**config.mk**
```make
export PLATFORM = sky130hd
export DESIGN_NAME = vec_reg_bank_flat
export DESIGN_NICKNAME = d
export VERILOG_FILES = /design/src/rtl/vec_reg_bank_if.sv /design/src/rtl/vec_reg_bank.sv /design/src/flat_wrapper.sv
export SDC_FILE = /design/constraint.sdc
export NUM_CORES = 2
export LEC_CHECK = 0
export BUFFER_PORTS_ARGS = -buffer_cell sky130_fd_sc_hd__clkbuf_2
export CORE_MARGIN = 4
export CORE_UTILIZATION = 55
export CTS_BUF_LIST = sky130_fd_sc_hd__clkbuf_4 sky130_fd_sc_hd__clkbuf_8
export CTS_CLUSTER_DIAMETER = 40
export DETAILED_ROUTE_END_ITERATION = 10
export PLACE_DENSITY = 0.72
export SYNTH_ARGS = -nofsm -noshare
export SYNTH_HDL_FRONTEND = slang
export SYNTH_SLANG_ARGS = --single-unit
```
**constraint.sdc**
```tcl
create_clock -name CLK -period 4.4 [get_ports CLK]
set_clock_uncertainty 0.2 [all_clocks]
set_input_delay 0.66 -clock CLK [delete_from_list [all_inputs] [get_ports CLK]]
set_output_delay 0.66 -clock CLK [all_outputs]
set_load 0.03 [all_outputs]
```
**src/rtl/vec_reg_bank_if.sv**
```systemverilog
// Register bank access bus: the pipeline drives address/write/clear controls, the bank returns read data and READY.
// Parameters must match the vec_reg_bank instance that the bus connects to.
interface vec_reg_bank_if #(
    parameter int WIDTH = 32,
    parameter int LANES = 4
);
    logic                     CLR;
    logic                     WE3;
    logic [LANES-1:0]         WM3;
    logic [4:0]               RA1;
    logic [4:0]               RA2;
    logic [4:0]               RA3;
    logic [LANES*WIDTH-1:0]   WD3;
    logic [LANES*WIDTH-1:0]   RD1;
    logic [LANES*WIDTH-1:0]   RD2;
    logic                     READY;

    modport master (
        output CLR, WE3, WM3, RA1, RA2, RA3, WD3,
        input  RD1, RD2, READY
    );

    modport slave (
        input  CLR, WE3, WM3, RA1, RA2, RA3, WD3,
        output RD1, RD2, READY
    );
endinterface

```
**src/rtl/vec_reg_bank.sv**
```systemverilog
// Multi-lane vector register bank: 2 combinational read ports, 1 lane-masked write port, clear engine.
// Reads are zero-latency; writes land on the next edge; READY=0 while clearing drops all writes.
module vec_reg_bank #(
    parameter int WIDTH      = 32,
    parameter int LANES      = 4,
    parameter int TOTAL_REGS = 25,
    parameter int ZERO_REG   = 0,
    parameter int BYPASS     = 1
) (
    input  logic            CLK,
    input  logic            RST_N,
    vec_reg_bank_if.slave   bus
);
    localparam int DW = LANES * WIDTH;

    typedef enum logic {IDLE, CLEARING} state_t;

    state_t         r_state;
    logic [4:0]     r_idx;
    logic           r_ready;
    logic [DW-1:0]  r_mem [TOTAL_REGS];

    logic           w_ra3_ok;
    logic           w_wr_vld;
    logic [4:0]     w_ra [2];
    logic [DW-1:0]  w_rd [2];

    assign w_ra3_ok = ({1'b0, bus.RA3} < 6'(TOTAL_REGS)) &&
                      !((ZERO_REG != 0) && (bus.RA3 == 5'd0));
    assign w_wr_vld = r_ready && bus.WE3 && w_ra3_ok;

    always_ff @(posedge CLK or negedge RST_N) begin
        if (!RST_N) begin
            r_state <= CLEARING;
            r_idx   <= '0;
            r_ready <= 1'b0;
        end else begin
            case (r_state)
                CLEARING: begin
                    r_idx <= r_idx + 5'd1;
                    if ({1'b0, r_idx} == 6'(TOTAL_REGS - 1)) begin
                        r_state <= IDLE;
                        r_ready <= 1'b1;
                    end
                end
                default: begin
                    if (bus.CLR) begin
                        r_state <= CLEARING;
                        r_idx   <= '0;
                        r_ready <= 1'b0;
                    end
                end
            endcase
        end
    end

    // Storage has no reset: contents only become visible after the clear sweep.
    always_ff @(posedge CLK) begin
        if (r_state == CLEARING) begin
            r_mem[r_idx] <= '0;
        end else if (w_wr_vld) begin
            for (int l = 0; l < LANES; l++) begin
                if (bus.WM3[l]) begin
                    r_mem[bus.RA3][l*WIDTH +: WIDTH] <= bus.WD3[l*WIDTH +: WIDTH];
                end
            end
        end
    end

    assign w_ra[0] = bus.RA1;
    assign w_ra[1] = bus.RA2;

    always_comb begin
        for (int p = 0; p < 2; p++) begin
            w_rd[p] = '0;
            if (r_ready && ({1'b0, w_ra[p]} < 6'(TOTAL_REGS)) &&
                !((ZERO_REG != 0) && (w_ra[p] == 5'd0))) begin
                w_rd[p] = r_mem[w_ra[p]];
                if ((BYPASS != 0) && w_wr_vld && (bus.RA3 == w_ra[p])) begin
                    for (int l = 0; l < LANES; l++) begin
                        if (bus.WM3[l]) begin
                            w_rd[p][l*WIDTH +: WIDTH] = bus.WD3[l*WIDTH +: WIDTH];
                        end
                    end
                end
            end
        end
    end

    assign bus.RD1   = w_rd[0];
    assign bus.RD2   = w_rd[1];
    assign bus.READY = r_ready;
endmodule

```
**src/flat_wrapper.sv**
```systemverilog
// flat-port wrapper written by rule: the top's interface ports become plain ports
module vec_reg_bank_flat 
#(
    parameter int WIDTH      = 32,
    parameter int LANES      = 4,
    parameter int TOTAL_REGS = 25,
    parameter int ZERO_REG   = 0,
    parameter int BYPASS     = 1
)
  (CLK, RST_N, bus_CLR, bus_WE3, bus_WM3, bus_RA1, bus_RA2, bus_RA3, bus_WD3, bus_RD1, bus_RD2, bus_READY);
  vec_reg_bank_if #(.WIDTH(WIDTH), .LANES(LANES)) bus_i ();
  input  logic CLK;
  input  logic RST_N;
  input wire logic [$bits(bus_i.CLR)-1:0] bus_CLR;
  input wire logic [$bits(bus_i.WE3)-1:0] bus_WE3;
  input wire logic [$bits(bus_i.WM3)-1:0] bus_WM3;
  input wire logic [$bits(bus_i.RA1)-1:0] bus_RA1;
  input wire logic [$bits(bus_i.RA2)-1:0] bus_RA2;
  input wire logic [$bits(bus_i.RA3)-1:0] bus_RA3;
  input wire logic [$bits(bus_i.WD3)-1:0] bus_WD3;
  output wire logic [$bits(bus_i.RD1)-1:0] bus_RD1;
  output wire logic [$bits(bus_i.RD2)-1:0] bus_RD2;
  output wire logic [$bits(bus_i.READY)-1:0] bus_READY;
  assign bus_i.CLR = bus_CLR;
  assign bus_i.WE3 = bus_WE3;
  assign bus_i.WM3 = bus_WM3;
  assign bus_i.RA1 = bus_RA1;
  assign bus_i.RA2 = bus_RA2;
  assign bus_i.RA3 = bus_RA3;
  assign bus_i.WD3 = bus_WD3;
  assign bus_RD1 = bus_i.RD1;
  assign bus_RD2 = bus_i.RD2;
  assign bus_READY = bus_i.READY;
  vec_reg_bank #(.WIDTH(WIDTH), .LANES(LANES), .TOTAL_REGS(TOTAL_REGS), .ZERO_REG(ZERO_REG), .BYPASS(BYPASS)) u_core (.CLK(CLK), .RST_N(RST_N), .bus(bus_i));
endmodule
```
; Yosys cells after proc, flatten, opt, wreduce, memory -nomap -nowiden
; Memory sizes are Yosys's and may differ from the RTL's.
; Cells that the tools add are included.
; Widths: inputs -> output; s select.
[classes]
n_lt_le_gt_ge = 3
addsub = 1
reduce_logical = 9
n_eq_ne = 4
n_mux = 41
[ops]
columns = cell, count
row1 = $mux 128, 5
row2 = $mux 32, 8
row3 = $reduce_or 128->1, 1
row4 = $mux 1, 24
row5 = $lt 5x5->1 const B, 3
row6 = $mux 5, 3
row7 = $eq 5x5->1, 2
row8 = $logic_and 1x1->1, 6
row9 = $add 5x1->5 const B, 1
row10 = $eq 5x5->1 const B, 1
row11 = $mux 4, 1
row12 = $ne 2x2->1 const B, 1
row13 = $reduce_and 2->1, 1
row14 = $reduce_bool 2->1, 1
[totals]
ramBits = 3200
ff_bits = 7
n_memories = 1
[memory_table]
columns = memory, words, word_bits, rd, rd_clocked_by_memory_dff, write_ports, line
row1 = u_core.r_mem, 25, 128, 2, 0, 1, vec_reg_bank.sv:21  ; logic [DW-1:0] r_mem [TOTAL_REGS];

; Logic depth before layout (Yosys ltp)
[logic_depth]
depth_word = 7
ltp_mapped = 11

; Least setup slack after synthesis
; OpenSTA, ideal clock, no wires.
[synth_timing]
kind = input -> register
start = in bus_RA3[2]
end = mem u_core.r_mem[16][100] in the netlist's numbering (enable)
t_arrival_ps = 3523
setup_slack_ps = 256
stages = 8
n_path_buf = 3
cell_sequence = buf_4 > o311ai_4 > and4b_4 > mux2i_4 > nand2b_1 > clkbuf_2 > buf_2 > nor2_1
[synth_via]
elab_chain_len = 7
[synth_lines]
columns = item, line
row1 = from (decl), flat_wrapper.sv:19  ; input wire logic [$bits(bus_i.RA3)-1:0] bus_RA3;
row2 = $lt 5x5->1, vec_reg_bank.sv:28  ; assign w_ra3_ok = ({1'b0, bus.RA3} < 6'(TOTAL_REGS)) &&
row3 = $logic_and 1x1->1, vec_reg_bank.sv:30  ; assign w_wr_vld = r_ready && bus.WE3 && w_ra3_ok;
row4 = $mux 1, vec_reg_bank.sv:61  ; end else if (w_wr_vld) begin
row5 = $mux 1, vec_reg_bank.sv:59  ; if (r_state == CLEARING) begin
row6 = $mux 1 (not written as such), vec_reg_bank.sv:64  ; r_mem[bus.RA3][l*WIDTH +: WIDTH] <= bus.WD3[l*WIDTH +: WIDTH];
row7 = $reduce_or 128->1 (no line), n/a
row8 = $mux 5 (no line) or $mux 4 (tied branches), n/a
row9 = to (decl), vec_reg_bank.sv:21
; Several ways; a longest one is shown, not always the timed one.

; Final worst setup path
[layout_timing]
start = reg u_core.r_ready (netlist: u_core.bus.READY)
end = out bus_RD2[77]
[layout_via]
elab_chain_len = 5
[layout_lines]
columns = item, line
row1 = from (decl), vec_reg_bank.sv:20  ; logic r_ready;
row2 = from (signal assigned), vec_reg_bank.sv:36  ; r_ready <= 1'b0;
row3 = from (signal assigned), vec_reg_bank.sv:43  ; r_ready <= 1'b1;
row4 = from (signal assigned), vec_reg_bank.sv:50  ; r_ready <= 1'b0;
row5 = $logic_and 1x1->1 (2 in series), vec_reg_bank.sv:30
row6 = $logic_and 1x1->1, vec_reg_bank.sv:79  ; if ((BYPASS != 0) && w_wr_vld && (bus.RA3 == w_ra[p])) begin
row7 = $mux 128, vec_reg_bank.sv:79
row8 = $mux 128 (*), vec_reg_bank.sv:76  ; if (r_ready && ({1'b0, w_ra[p]} < 6'(TOTAL_REGS)) &&
row9 = to (decl), flat_wrapper.sv:22  ; output wire logic [$bits(bus_i.RD2)-1:0] bus_RD2;
; Mark *: on every way between the ends. The rest lies on a longest branch, timed or not.

==> impl_metrics.toml <==
[detailed_routing]
wl_met1_mm = 176
wl_met3_mm = 90.2
drc = 0
detailroute.via_count = 103286
top_layer_used = "met5"
finalWirelength_mm = 547
met2WireLength_mm = 238
antenna_left = 0
drtPass1Iterations = 9
avgRoutedWirePerCell_microns = 39.7
first_iter_violations = 18135
vias_per_cell = 7.51

[run]
cap_violations = 0

[floorplan]
die_width_microns = 534
initial_utilization_pct = 55.4
core-area_sq_um = 275000
io_pins = 408
design.die.area_sq_um = 285000
core.rowCount = 192
chipHeight_microns = 534

[synth]
syn-instance-count = 8686
synthFlopType = "sky130_fd_sc_hd__edfxtp_1"
ys_ff_latch = 3207
async_flop_share_pct = 0.218
synth.cell_area_sq_um = 152000
post_synth_num_cell_types = 86
ys_warn_count = 0
synth.net_count = 8839
syn-mean-instance-area_sq_um = 17.5
synth-seq-area-share_pct = 63.2
synth_enable_flop_cells = 3200

[worst_setup_path]
crit_path_start_kind = "flip-flop"
critPathMaxFanout = 40
worstSetupEndpointType = "primary output"
cp_data_required_time_ns = 3.54
worstPathArrival_ns = 3.57
crit_type = "reg -> out"

[sta]
finalCriticalPeriod_ns = 4.43
max_slew_margin_pct = 19.5
rsz0062_at_grt = "true"
portion_of_the_clock_cycle_consumed_by_the_worst_path_in_the_final_layout_pct = 101
timing_worst_slew_pin_value_ns = 1.20
final.setup.worst_slack_ns = -0.0310
finalSetupViolations = 5
max_slew_violation_count = 0
maxClockFrequency_mhz = 226
fin_hold_viols = 0

[layout]
layout-drive-gt1-share_pct = 36.0
fillers = 18575
seq_cell_area_sq_um = 96300
post-route-cell-area_sq_um = 175000
multi_input_area_sq_um = 52900
finish.utilization_pct = 63.8
syn_to_final_growth_pct = 15.1
finalNonFillerCells = 13758
layout.nets = 9792

[run_status]
failed_checks = "negative setup slack"
result_of_the_run = "complete, but fails checks"

[placement]
dpl-instance-area_sq_um = 164000
placed_wire_length_estimate_mm = 322
post-place-cells = 12711
numPortBuffers = 407
place.gp.congestion = 0.944

[global_routing]
grt_usage_pct = 37.5
antenna_found_initial = 40
grt_pass1_vias = 101190
first_pass_grt_wire_length_mm = 758
grt_max_degree = 87
global_route.overflow_total = 0

[clocking]
clock_tree.htree_level_count = 6
cts-root-buf = "sky130_fd_sc_hd__clkbuf_8"
clk_latency_ns = 1.18
cts.path.max_buffers = 4
clock-sinks = 3207
clkSlewWorstSetupHoldPaths_ns = 0.06
cts_tree = "built"
cts_inserted_buffers = 553

[pwr]
ir_worst_vdd_mv = 0.412
leakagePower_nw = 59.0
power_density_nw_per_um2 = 486

[worst_hold_path]
hold_class = "in -> reg"
-- cell families (layout without fill, tap and decap cells) --
family | Yosys count | count (layout) | share of synthesized area, %
AND/OR/NAND/NOR | 1018 | 1019 | 3.10
buffers and inverters | 788 | 2140 | 2.78
AO/OA/AOI/OAI | 1584 | 1584 | 6.94
multiplexers | 2074 | 2074 | 23.9
other | 0 | 33 | 0
adder cells (fa/ha/maj) | 2 | 2 | 0.0164
flip-flops | 3207 | 3207 | 63.2
XOR/XNOR | 13 | 13 | 0.0748
-- placed cells by master, fill, tap and decap left out, types with 22 or more instances in the layout --
cell | synthesis | routed
sky130_fd_sc_hd__nor2_1 | 323 | 217
sky130_fd_sc_hd__a211oi_1 | 39 | 39
sky130_fd_sc_hd__a32oi_1 | 29 | 29
sky130_fd_sc_hd__o22ai_1 | 344 | 344
sky130_fd_sc_hd__o21ai_0 | 287 | 286
sky130_fd_sc_hd__inv_1 | 52 | 50
sky130_fd_sc_hd__diode_2 | 0 | 33
sky130_fd_sc_hd__mux2_2 | 173 | 173
sky130_fd_sc_hd__buf_12 | 0 | 218
sky130_fd_sc_hd__nor3_1 | 84 | 83
sky130_fd_sc_hd__mux4_2 | 1226 | 1226
sky130_fd_sc_hd__clkinv_1 | 1 | 95
sky130_fd_sc_hd__a2111oi_2 | 46 | 46
sky130_fd_sc_hd__clkbuf_8 | 0 | 559
sky130_fd_sc_hd__and2_1 | 138 | 132
sky130_fd_sc_hd__a21oi_1 | 379 | 377
sky130_fd_sc_hd__nand2b_1 | 34 | 22
sky130_fd_sc_hd__a31oi_1 | 29 | 25
sky130_fd_sc_hd__mux2i_1 | 674 | 674
sky130_fd_sc_hd__nand2_1 | 302 | 295
sky130_fd_sc_hd__clkbuf_2 | 3 | 397
sky130_fd_sc_hd__edfxtp_1 | 3200 | 3200
sky130_fd_sc_hd__a221oi_1 | 42 | 42
sky130_fd_sc_hd__clkinvlp_4 | 0 | 39
sky130_fd_sc_hd__clkinv_2 | 0 | 56
sky130_fd_sc_hd__nand3_1 | 39 | 36
sky130_fd_sc_hd__o221a_2 | 34 | 34
sky130_fd_sc_hd__nor2_4 | 0 | 105
sky130_fd_sc_hd__dlygate4sd3_1 | 0 | 45
sky130_fd_sc_hd__buf_4 | 131 | 457
sky130_fd_sc_hd__a22o_1 | 38 | 38
sky130_fd_sc_hd__a22oi_1 | 151 | 151
sky130_fd_sc_hd__clkbuf_4 | 0 | 147
-- synthesized netlist by cell type, types with 52 or more instances --
master | instances | share of area [%]
sky130_fd_sc_hd__edfxtp_1 | 3200 | 63
sky130_fd_sc_hd__mux4_2 | 1226 | 18
sky130_fd_sc_hd__mux2i_1 | 674 | 4.4
sky130_fd_sc_hd__a21oi_1 | 379 | 1.2
sky130_fd_sc_hd__o22ai_1 | 344 | 1.4
sky130_fd_sc_hd__nor2_1 | 323 | 0.80
sky130_fd_sc_hd__nand2_1 | 302 | 0.74
sky130_fd_sc_hd__o21ai_0 | 287 | 0.94
sky130_fd_sc_hd__clkbuf_1 | 285 | 0.70
sky130_fd_sc_hd__buf_2 | 215 | 0.71
sky130_fd_sc_hd__mux2_2 | 173 | 1.3
sky130_fd_sc_hd__a22oi_1 | 151 | 0.74
sky130_fd_sc_hd__and2_1 | 138 | 0.57
sky130_fd_sc_hd__buf_4 | 131 | 0.65
sky130_fd_sc_hd__nor3_1 | 84 | 0.28
sky130_fd_sc_hd__buf_6 | 62 | 0.46
sky130_fd_sc_hd__inv_1 | 52 | 0.13
-- state kept, by name, summed over array words and instances, names as in the netlist --
signal            cells
u_core.r_mem       3200
u_core.r_idx          5
u_core.bus.READY      1
u_core.r_state        1
-- final cells by class --
cell class / count / share of cell area [%]
repair buffers: 1130 / 5.94
flip-flops and latches: 3207 / 54.9
multi-input cells: 4692 / 30.2
diodes: 33 / 0.0471
inverters: 55 / 0.127
clock inverters: 249 / 1.12
clock buffers: 706 / 5.02
well taps: 3686 / 2.63
-- stage by stage --
step	setup TNS [ns]	hold slack [ns]	power (W)	setup WS, ns
6_report	-0.0953	0.0499	0.0851	-0.0310
5_1_grt	-0.0539	0.0791	0.0871	-0.0333
4_1_cts	-0.00215	0.00323	0.0844	-0.00215
3_5_place_dp	-0.425	0.329	0.0578	-0.317
3_3_place_gp	-0.373	0.331	0.0573	-0.310
2_1_floorplan	0	0.164	0.0489	0.256
-- critical path, cell delays in order (launching register included) --
cell and delay (ns):
sky130_fd_sc_hd__dfrtp_1 0.36, sky130_fd_sc_hd__buf_4 0.28, sky130_fd_sc_hd__o21a_4 0.45, sky130_fd_sc_hd__buf_12 0.36, sky130_fd_sc_hd__o21ai_0 0.15, sky130_fd_sc_hd__a31oi_1 0.29, sky130_fd_sc_hd__buf_4 0.23, sky130_fd_sc_hd__clkbuf_2 0.22
-- metal layers --
layer	vias to the layer above	track usage, %
li1	38566	-
met3	2239	13.1
met2	10389	54.4
met4	29	23.7
met1	52063	48.8
met5	-	0
-- report_power, final --
part	switching [W]	total (W)	internal, W
sequential	0.00160	0.0396	0.0380
clock	0.0127	0.0271	0.0144
combinational	0.0122	0.0184	0.00616
total	0.0265	0.0851	0.0586
-- final timing paths --
path                                          to  cells past startpoint  slack, ns              from
min in group asynchronous        u_core.r_idx[1]                      3       0.42             RST_N
min reg2reg                      u_core.r_idx[4]                      2       0.47   u_core.r_idx[4]
min                        u_core.r_mem[23][127]                      2       0.05      bus_WD3[127]
max reg2reg                 u_core.r_mem[12][19]                      7       0.88  u_core.bus.READY
max                                  bus_RD2[77]                      7      -0.03  u_core.bus.READY
max in group asynchronous         u_core.r_state                      3       3.24             RST_N
-- timing repair --
item,4_1_cts,5_1_grt
endpoints found under the setup margin,121,40
cloned,0,1
pin swaps,2,0
resized for setup,16,13
hold buffers,45,0
buffers inserted,8,5
hold endpoints to repair,875,0
Note: power is estimated with default switching activity, not from simulation.
